===== src/rtl/div_sequencer_if.sv =====
// Handshake/operand bus between the EX-stage controller and the divider.
interface div_sequencer_if #(
   parameter int XLEN = 32
);
   logic            start;
   logic [1:0]      divctl;
   logic [XLEN-1:0] op_a;
   logic [XLEN-1:0] op_b;
   logic            flush;
   logic            busy;
   logic            done;
   logic [XLEN-1:0] result;

   // EX-stage controller side
   modport master (
      output start, divctl, op_a, op_b, flush,
      input  busy, done, result
   );

   // divider side
   modport slave (
      input  start, divctl, op_a, op_b, flush,
      output busy, done, result
   );
endinterface


===== src/rtl/div_sequencer.sv =====
// Radix-2 restoring divider for RV32M div/divu/rem/remu with its sequencing FSM.
// Divides operand magnitudes, then applies sign correction; divide-by-zero and
// signed overflow bypass the iterations and finish one edge after accept.
module div_sequencer #(
   parameter int XLEN = 32
) (
   input logic           clk,
   input logic           rst,
   div_sequencer_if.slave bus
);
   localparam int              CW     = $clog2(XLEN);
   localparam logic [CW-1:0]   L_CNT0 = CW'(XLEN - 1);
   localparam logic [XLEN-1:0] L_MIN  = {1'b1, {(XLEN-1){1'b0}}};

   typedef enum logic [1:0] {S_IDLE, S_CALC, S_FIN} state_t;

   state_t          r_state, w_next;
   logic [1:0]      r_ctl;
   logic            r_sa, r_sb;
   logic [XLEN-1:0] r_quo;       // dividend bits shift out, quotient bits shift in
   logic [XLEN-1:0] r_div;       // divisor magnitude
   logic [XLEN-1:0] r_rem;       // partial remainder; always < divisor so XLEN bits suffice
   logic [CW-1:0]   r_cnt;
   logic            r_spec;
   logic [XLEN-1:0] r_spec_res;
   logic            r_done;
   logic [XLEN-1:0] r_result;

   logic            w_accept, w_iter, w_complete;
   logic            w_signed, w_div0, w_ovf;
   logic [XLEN-1:0] w_a_mag, w_b_mag, w_spec_res;
   logic [XLEN:0]   w_shift, w_diff;
   logic            w_ge;
   logic [XLEN-1:0] w_q, w_r, w_fin;

   // accept-time operand decode and special-case results
   always_comb begin
      w_signed   = ~bus.divctl[0];
      w_a_mag    = (w_signed && bus.op_a[XLEN-1]) ? -bus.op_a : bus.op_a;
      w_b_mag    = (w_signed && bus.op_b[XLEN-1]) ? -bus.op_b : bus.op_b;
      w_div0     = (bus.op_b == '0);
      w_ovf      = w_signed && (bus.op_a == L_MIN) && (bus.op_b == '1);
      w_spec_res = '0;
      if (w_div0)
         w_spec_res = bus.divctl[1] ? bus.op_a : '1;
      else if (w_ovf)
         w_spec_res = bus.divctl[1] ? '0 : L_MIN;
   end

   // one restoring step: shift in next dividend bit, trial-subtract with a sign bit
   always_comb begin
      w_shift = {r_rem, r_quo[XLEN-1]};
      w_diff  = w_shift - {1'b0, r_div};
      w_ge    = ~w_diff[XLEN];
   end

   // sign correction and quotient/remainder select at completion
   always_comb begin
      w_q   = (~r_ctl[0] && (r_sa ^ r_sb)) ? -r_quo : r_quo;
      w_r   = (~r_ctl[0] && r_sa) ? -r_rem : r_rem;
      w_fin = r_spec ? r_spec_res : (r_ctl[1] ? w_r : w_q);
   end

   // state register
   always_ff @(posedge clk or posedge rst) begin
      if (rst) r_state <= S_IDLE;
      else     r_state <= w_next;
   end

   // next-state logic; flush wins over everything
   always_comb begin
      w_next = r_state;
      if (bus.flush) begin
         w_next = S_IDLE;
      end else begin
         case (r_state)
            S_IDLE:  if (bus.start) w_next = (w_div0 || w_ovf) ? S_FIN : S_CALC;
            S_CALC:  if (r_cnt == '0) w_next = S_FIN;
            S_FIN:   w_next = S_IDLE;
            default: w_next = S_IDLE;
         endcase
      end
   end

   // per-state datapath enables
   always_comb begin
      w_accept   = (r_state == S_IDLE) && bus.start && !bus.flush;
      w_iter     = (r_state == S_CALC) && !bus.flush;
      w_complete = (r_state == S_FIN)  && !bus.flush;
   end

   // datapath and registered outputs
   always_ff @(posedge clk or posedge rst) begin
      if (rst) begin
         r_ctl      <= '0;
         r_sa       <= 1'b0;
         r_sb       <= 1'b0;
         r_quo      <= '0;
         r_div      <= '0;
         r_rem      <= '0;
         r_cnt      <= '0;
         r_spec     <= 1'b0;
         r_spec_res <= '0;
         r_done     <= 1'b0;
         r_result   <= '0;
      end else begin
         r_done <= w_complete;
         if (w_complete) r_result <= w_fin;
         if (w_accept) begin
            r_ctl      <= bus.divctl;
            r_sa       <= bus.op_a[XLEN-1];
            r_sb       <= bus.op_b[XLEN-1];
            r_quo      <= w_a_mag;
            r_div      <= w_b_mag;
            r_rem      <= '0;
            r_cnt      <= L_CNT0;
            r_spec     <= w_div0 || w_ovf;
            r_spec_res <= w_spec_res;
         end
         if (w_iter) begin
            r_rem <= w_ge ? w_diff[XLEN-1:0] : w_shift[XLEN-1:0];
            r_quo <= {r_quo[XLEN-2:0], w_ge};
            r_cnt <= r_cnt - 1'b1;
         end
      end
   end

   assign bus.busy   = (r_state != S_IDLE);
   assign bus.done   = r_done;
   assign bus.result = r_result;
endmodule


===== src/flat_wrapper.sv =====
// flat-port wrapper written by rule: the top's interface ports become plain ports
module div_sequencer_flat 
#(
   parameter int XLEN = 32
)
  (clk, rst, bus_start, bus_divctl, bus_op_a, bus_op_b, bus_flush, bus_busy, bus_done, bus_result);
  div_sequencer_if #(.XLEN(XLEN)) bus_i ();
  input logic clk;
  input logic rst;
  input wire logic [$bits(bus_i.start)-1:0] bus_start;
  input wire logic [$bits(bus_i.divctl)-1:0] bus_divctl;
  input wire logic [$bits(bus_i.op_a)-1:0] bus_op_a;
  input wire logic [$bits(bus_i.op_b)-1:0] bus_op_b;
  input wire logic [$bits(bus_i.flush)-1:0] bus_flush;
  output wire logic [$bits(bus_i.busy)-1:0] bus_busy;
  output wire logic [$bits(bus_i.done)-1:0] bus_done;
  output wire logic [$bits(bus_i.result)-1:0] bus_result;
  assign bus_i.start = bus_start;
  assign bus_i.divctl = bus_divctl;
  assign bus_i.op_a = bus_op_a;
  assign bus_i.op_b = bus_op_b;
  assign bus_i.flush = bus_flush;
  assign bus_busy = bus_i.busy;
  assign bus_done = bus_i.done;
  assign bus_result = bus_i.result;
  div_sequencer #(.XLEN(XLEN)) u_core (.clk(clk), .rst(rst), .bus(bus_i));
endmodule

===== config.mk =====
export PLATFORM = sky130hd
export DESIGN_NAME = div_sequencer_flat
export DESIGN_NICKNAME = d
export VERILOG_FILES = /design/src/rtl/div_sequencer_if.sv /design/src/rtl/div_sequencer.sv /design/src/flat_wrapper.sv
export SDC_FILE = /design/constraint.sdc
export NUM_CORES = 1
export LEC_CHECK = 0
export CORE_MARGIN = 2
export CORE_UTILIZATION = 59
export DETAILED_ROUTE_END_ITERATION = 12
export PLACE_DENSITY = 0.82
export SKIP_LAST_GASP = 1
export SYNTH_ARGS = -nofsm -noshare
export SYNTH_HDL_FRONTEND = slang
export SYNTH_SLANG_ARGS = --single-unit

===== constraint.sdc =====
create_clock -name clk -period 6.91 [get_ports clk]
set_input_delay 1.382 -clock clk [delete_from_list [all_inputs] [get_ports clk]]
set_output_delay 1.382 -clock clk [all_outputs]
set_load 0.005 [all_outputs]

* Yosys cells after proc, flatten, opt, wreduce, memory -nomap -nowiden *
Cells that the tools add are included.

operators by class
  bitwise logic cells = 4
  $add $sub $neg = 6
  reductions and logical operators = 18
  magnitude comparators = 0
  multiplexer cells = 22
  div/mod/pow operators = 0
  shifts and indexed selects = 0
  $mul = 0
  equality and inequality tests = 6

operator list
  kind                                              count
  two-way mux 32 bit                                15
  negation 32 bit                                   4
  == test 32 bit, second input constant             2
  subtractor 33 x 32 -> 33 bit                      1
  logical NOT 32 bit                                1
  logical AND 1 bit                                 10
  two-way mux 5 bit                                 2
  two-way mux 2 bit                                 4
  logical NOT 5 bit                                 1
  subtractor 5 x 1 -> 5 bit, second input constant  1
  case mux 2 bit (2 select lines)                   1
  nonzero test 2 bit                                2
  != test 3 x 2 -> 1 bit, second input constant     1
  != test 3 bit, second input constant              1
  inverter 1 bit                                    3
  == test 2 x 1 -> 1 bit, second input constant     1
  == test 2 bit, second input constant              1
  logical NOT 2 bit                                 1
  AND reduction 2 bit                               1
  logical NOT 1 bit                                 1
  logical OR 1 bit                                  1
  XOR 1 bit                                         1

word-level totals
  word-level logic and storage cells = 68
  bits in writable memories = 0
  bits of input ports = 70
  output and inout port bits = 34
  memory bits (read-only) = 0
  latch bits = 0
  memories kept = 0
  register bits = 173

* Logic depth before layout (Yosys ltp) *
  depth in word-level cells = 8
  gate-level depth with buffers = 14
  gate-level depth less buffers = 13

* Worst setup path before layout *
No wires, ideal clock.

  path kind = input to register
  start = input bus_op_a[6]
  end = register u_core.r_quo[24]
  stages on the path = 7
  path buffers = 0
  slack = 3.449 ns
  data required time = 6.781 ns
  setup time = 0.129 ns
  arrival time = 3.332 ns
  path through = or4_1 or3_1 nor4_2 nand2_1 o41ai_1 xor2_1 o21ai_1

between the ends
  longest elaborated chain between the ends = 4

RTL lines
  element                 line                  RTL
  start: declaration      flat_wrapper.sv:12    input wire logic [$bits(bus_i.op_a)-1:0] bus_op_a;
  negation 32 bit         div_sequencer.sv:39   w_a_mag = (w_signed && bus.op_a[XLEN-1]) ? -bus.op_a : bus.op_a;
  two-way mux 32 bit      div_sequencer.sv:39
  two-way mux 32 bit      div_sequencer.sv:109  if (w_accept) begin
  two-way mux 32 bit      div_sequencer.sv:120  if (w_iter) begin
  end signal: assignment  div_sequencer.sv:113  r_quo <= w_a_mag;
  end signal: assignment  div_sequencer.sv:122  r_quo <= {r_quo[XLEN-2:0], w_ge};
  end: declaration        div_sequencer.sv:20   logic [XLEN-1:0] r_quo;

No other way between the ends. The select of a mux whose other input is x is not followed.
A chain may end at the register's enable or synchronous reset.

* Worst setup path after layout *
  start = input bus_op_a[5]
  end = register u_core.r_quo[24]

Same word-level chain as after synthesis.

==> impl_metrics.tcl <==
set metrics [dict create \
    rows 52 \
    ctsResizeCount 0 \
    top_level_port_count 104 \
    n_antenna_cell 0 \
    number_of_warnings_reported_in_the_yosys_synthesis_log 0 \
    vias_per_cell 6.22 \
    place_worst_setup_slack_ps 2610 \
    first_global_vias 10471 \
    synth_mux_area_share_pct 3.09 \
    floorplan.initialDensity_pct 59.8 \
    worstPathArrival_ps 4200 \
    yosys.area_share.xor_xnor_pct 11.0 \
    fill_cell_count 1645 \
    holdBufCountCts 0 \
    die_width_um 147 \
    worst-r2r-setup-slack_ps 3150 \
    result_of_the_run "complete, no violations" \
    largest_family_of_logic_cells_by_synthesized_area "compound AO/OA/AOI/OAI gates" \
    htreeDepth 4 \
    cts.sink_count 173 \
    clock_tree_from_tritoncts "yes" \
    multiInputGateArea_um2 7180 \
    grtUsageMet1_pct 44.1 \
    dpl_cell_area_um2 13200 \
    synth_fp_nets 1531 \
    final_cells 1756 \
    worstHoldEndpoint "u_core.r_spec_res[17]$_DFFE_PP0P_" \
    largest_net_degree_at_the_start_of_global_routing 83 \
    worst_setup_hold_path_clk_slew_ps 80 \
    core_area_um2 20200 \
    grt.met3_usage_pct 4.44 \
    crit_type "input port to flip-flop" \
    count_of_input_and_output_buffers 103 \
    detailedRoute.firstIterationViolations 1227 \
    portion_of_the_post_synthesis_area_used_by_sequential_elements_pct 35.9 \
    timing.final.ws_setup_ps 3030 \
    cp.required_ps 7220 \
    globalRouteTotalUtil_pct 31.2 \
    cp-startpoint "bus_op_a[5]" \
    cts-buffers-inserted 17 \
    ctsRootBufferMaster "clkbuf_16" \
    clock-skew-final_ps 15.9 \
    setup_violations 0 \
    finalCoreUtilization_pct 68.4 \
    finalHoldWorstSlack_ps 481 \
    hold_path_class "flip-flop to flip-flop" \
    gp_congestion 0.888 \
    endpoint_of_the_most_critical_register_to_register_path "u_core.r_rem[6]$_DFFE_PP0P_" \
    flow.area_growth_from_synthesis_pct 14.4 \
    synthesized_area_fraction_occupied_by_and_or_nand_nor_cells_pct 18.1 \
    timing.hold.worst.start "u_core.r_spec_res[17]$_DFFE_PP0P_" \
    ant_nets 0 \
    place_hpwl_um 23300 \
    r2r_start "u_core.r_quo[31]$_DFFE_PP0P_" \
    finalCriticalPeriod_ps 3880 \
    die_height_um 147 \
    peakVddDrop_v 0.000195 \
    floorplan_die_area_um2 21600 \
    timing.critical_path.from_type "input port" \
    count_of_flip_flops_with_a_built_in_enable_after_synthesis 0 \
    final.setup.tns_ps 0 \
    power.static_leakage_nw 5.99 \
    seq_area_um2 4330 \
    async_reset_ff_share_pct 100 \
    final_design_area_no_fill_um2 13800 \
    endpoint_kind "flip-flop" \
    worstMarginPinSlew_ps 1250 \
    groute.layer.met2.usage_pct 50.0 \
    yosys.area_share.adder_pct 4.21 \
    wl_per_cell_um 18.8 \
    drcViolationCount 0 \
    slew_headroom_pct 16.7 \
    grt_antenna_before_repair 0 \
    overall_power_of_the_completed_layout_mw 3.32 \
    route.vias.total 10922 \
    clock_tree.buffer_depth 2 \
    post-cts-setup-buffer-count 0 \
    crit_path_max_fanout 7 \
    yosys_register_bits 173 \
    unrepaired_setup_endpoints_after_global_routing "no" \
    hold_path_depth 2 \
    synth_compound_area_share_pct 23.0 \
    global_route_wire_length_before_repair_um 54500 \
    totalWireLength_um 33000 \
    dr.pass1.iters 6 \
    placed_cells_incl_taps 1724 \
    ys.flop_type "dfrtp_1" \
    final_hold_viol_count 0 \
    syn-mean-instance-area_um2 8.49 \
    grt_most_used_layer "met2" \
    synthesis.instances 1421 \
    fmax_mhz 257 \
    slew_viol_final 0 \
    synth.lib_cells_used.distinct 74 \
    layout.nets 1583 \
    worst_r2r_path_depth 14 \
    synthesis.area_um2 12100 \
    drv.max_cap_violation_count 0 \
    grt_overflow 0 \
    final.period_utilization_pct 56.2 \
    worstSkewPairLatency_ps 450 \
    powerDensity_nw_per_um2 241 \
    post_route_cells_drive_above_1_share_pct 5.52 \
]
[cells in the final DEF (no fill, tap or decap), drive strengths merged, types with 12 or more instances in the layout]
cell type,instances
xor2,73
o31ai,46
clkbuf,17
xnor2,77
nor2b,36
nor2,99
buf,13
dfrtp,173
nor3,22
a211oi,30
nand2b,18
a21o,16
o21ai,166
nor4,16
a21oi,93
a22oi,33
inv,65
mux2i,35
clkdlybuf4s50,103
ha,39
o41ai,12
nand2,177
nand4,14
[worst max path at each step]
stage	to	slack, ps	cells past startpoint
finish	u_core.r_quo[24]$_DFFE_PP0P_	3030	8
global route	u_core.r_quo[24]$_DFFE_PP0P_	2830	8
CTS	u_core.r_quo[24]$_DFFE_PP0P_	3050	8
detailed placement	u_core.r_quo[28]$_DFFE_PP0P_	2610	8
global placement	u_core.r_quo[24]$_DFFE_PP0P_	2620	8
floorplan	u_core.bus.done$_DFF_PP0_	840	1
[report_power, final]
part / switching (mW) / internal [mW] / total (mW)
Sequential: 0.141 / 1.12 / 1.26
Combinational: 0.647 / 0.433 / 1.08
Clock: 0.495 / 0.489 / 0.984
Total: 1.28 / 2.04 / 3.32
[cell type report]
cell class,instances,share of cell area [%]
inverters,57,1.59
clock buffers,17,3.08
repair buffers,116,8.18
multi-input cells,1108,52.1
flip-flops and latches,173,31.4
well taps,270,2.45
clock inverters,15,1.22
[critical path, stage by stage]
cell             delay [ps]
clkdlybuf4s50_1         470
or4_1                   600
or3_1                   440
nor4_2                  370
nand2_1                 290
o41ai_1                 380
xor2_1                  190
o21ai_1                  70
[cells by family after synthesis]
group	Yosys count
multiplexers	37
flip-flops	173
AND/OR/NAND/NOR	441
AO/OA/AOI/OAI	440
adder cells (fa/ha/maj)	40
buffers and inverters	140
XOR/XNOR	150
[cells in the mapped netlist (all sizes together) (5+ instances only)]
library cell  number  area, µm²
nand3             11       60.1
nand4             14       87.6
a211oi            30        225
nor2b             36        225
xnor2             77        674
nor2              99        372
o41ai             12        120
nand2b            18        113
or2                5       31.3
and2               7       43.8
inv               57        214
ha                39        488
a21oi             93        465
or4                8       67.6
buf                9       75.1
and3               5       31.3
nor3              22        120
o21ai            166        835
nor4              16        164
a21o              16        120
dfrtp            173       4330
or3                8       50.1
a22oi             33        248
nand2            177        667
mux2i             35        350
clkbuf            74        278
a31oi              7       43.8
xor2              73        658
o31ai             46        345
[registers in the layout (all words and copies together), names as in the netlist]
| register | cells |
|---|---|
| u_core.r_rem | 32 |
| u_core.r_cnt | 5 |
| u_core.bus.done | 1 |
| u_core.r_state | 2 |
| u_core.r_spec_res | 32 |
| u_core.r_sa | 1 |
| u_core.r_quo | 32 |
| u_core.r_spec | 1 |
| u_core.r_ctl | 2 |
| u_core.bus.result | 32 |
| u_core.r_div | 32 |
| u_core.r_sb | 1 |
[layer usage]
layer | routed length (µm) | share of wire, %
met2 | 15300 | 46
met3 | 2230 | 6.8
met4 | 899 | 2.7
met1 | 14600 | 44
met5 | 0 | 0
No activity file was read; power rests on OpenSTA's default activity.
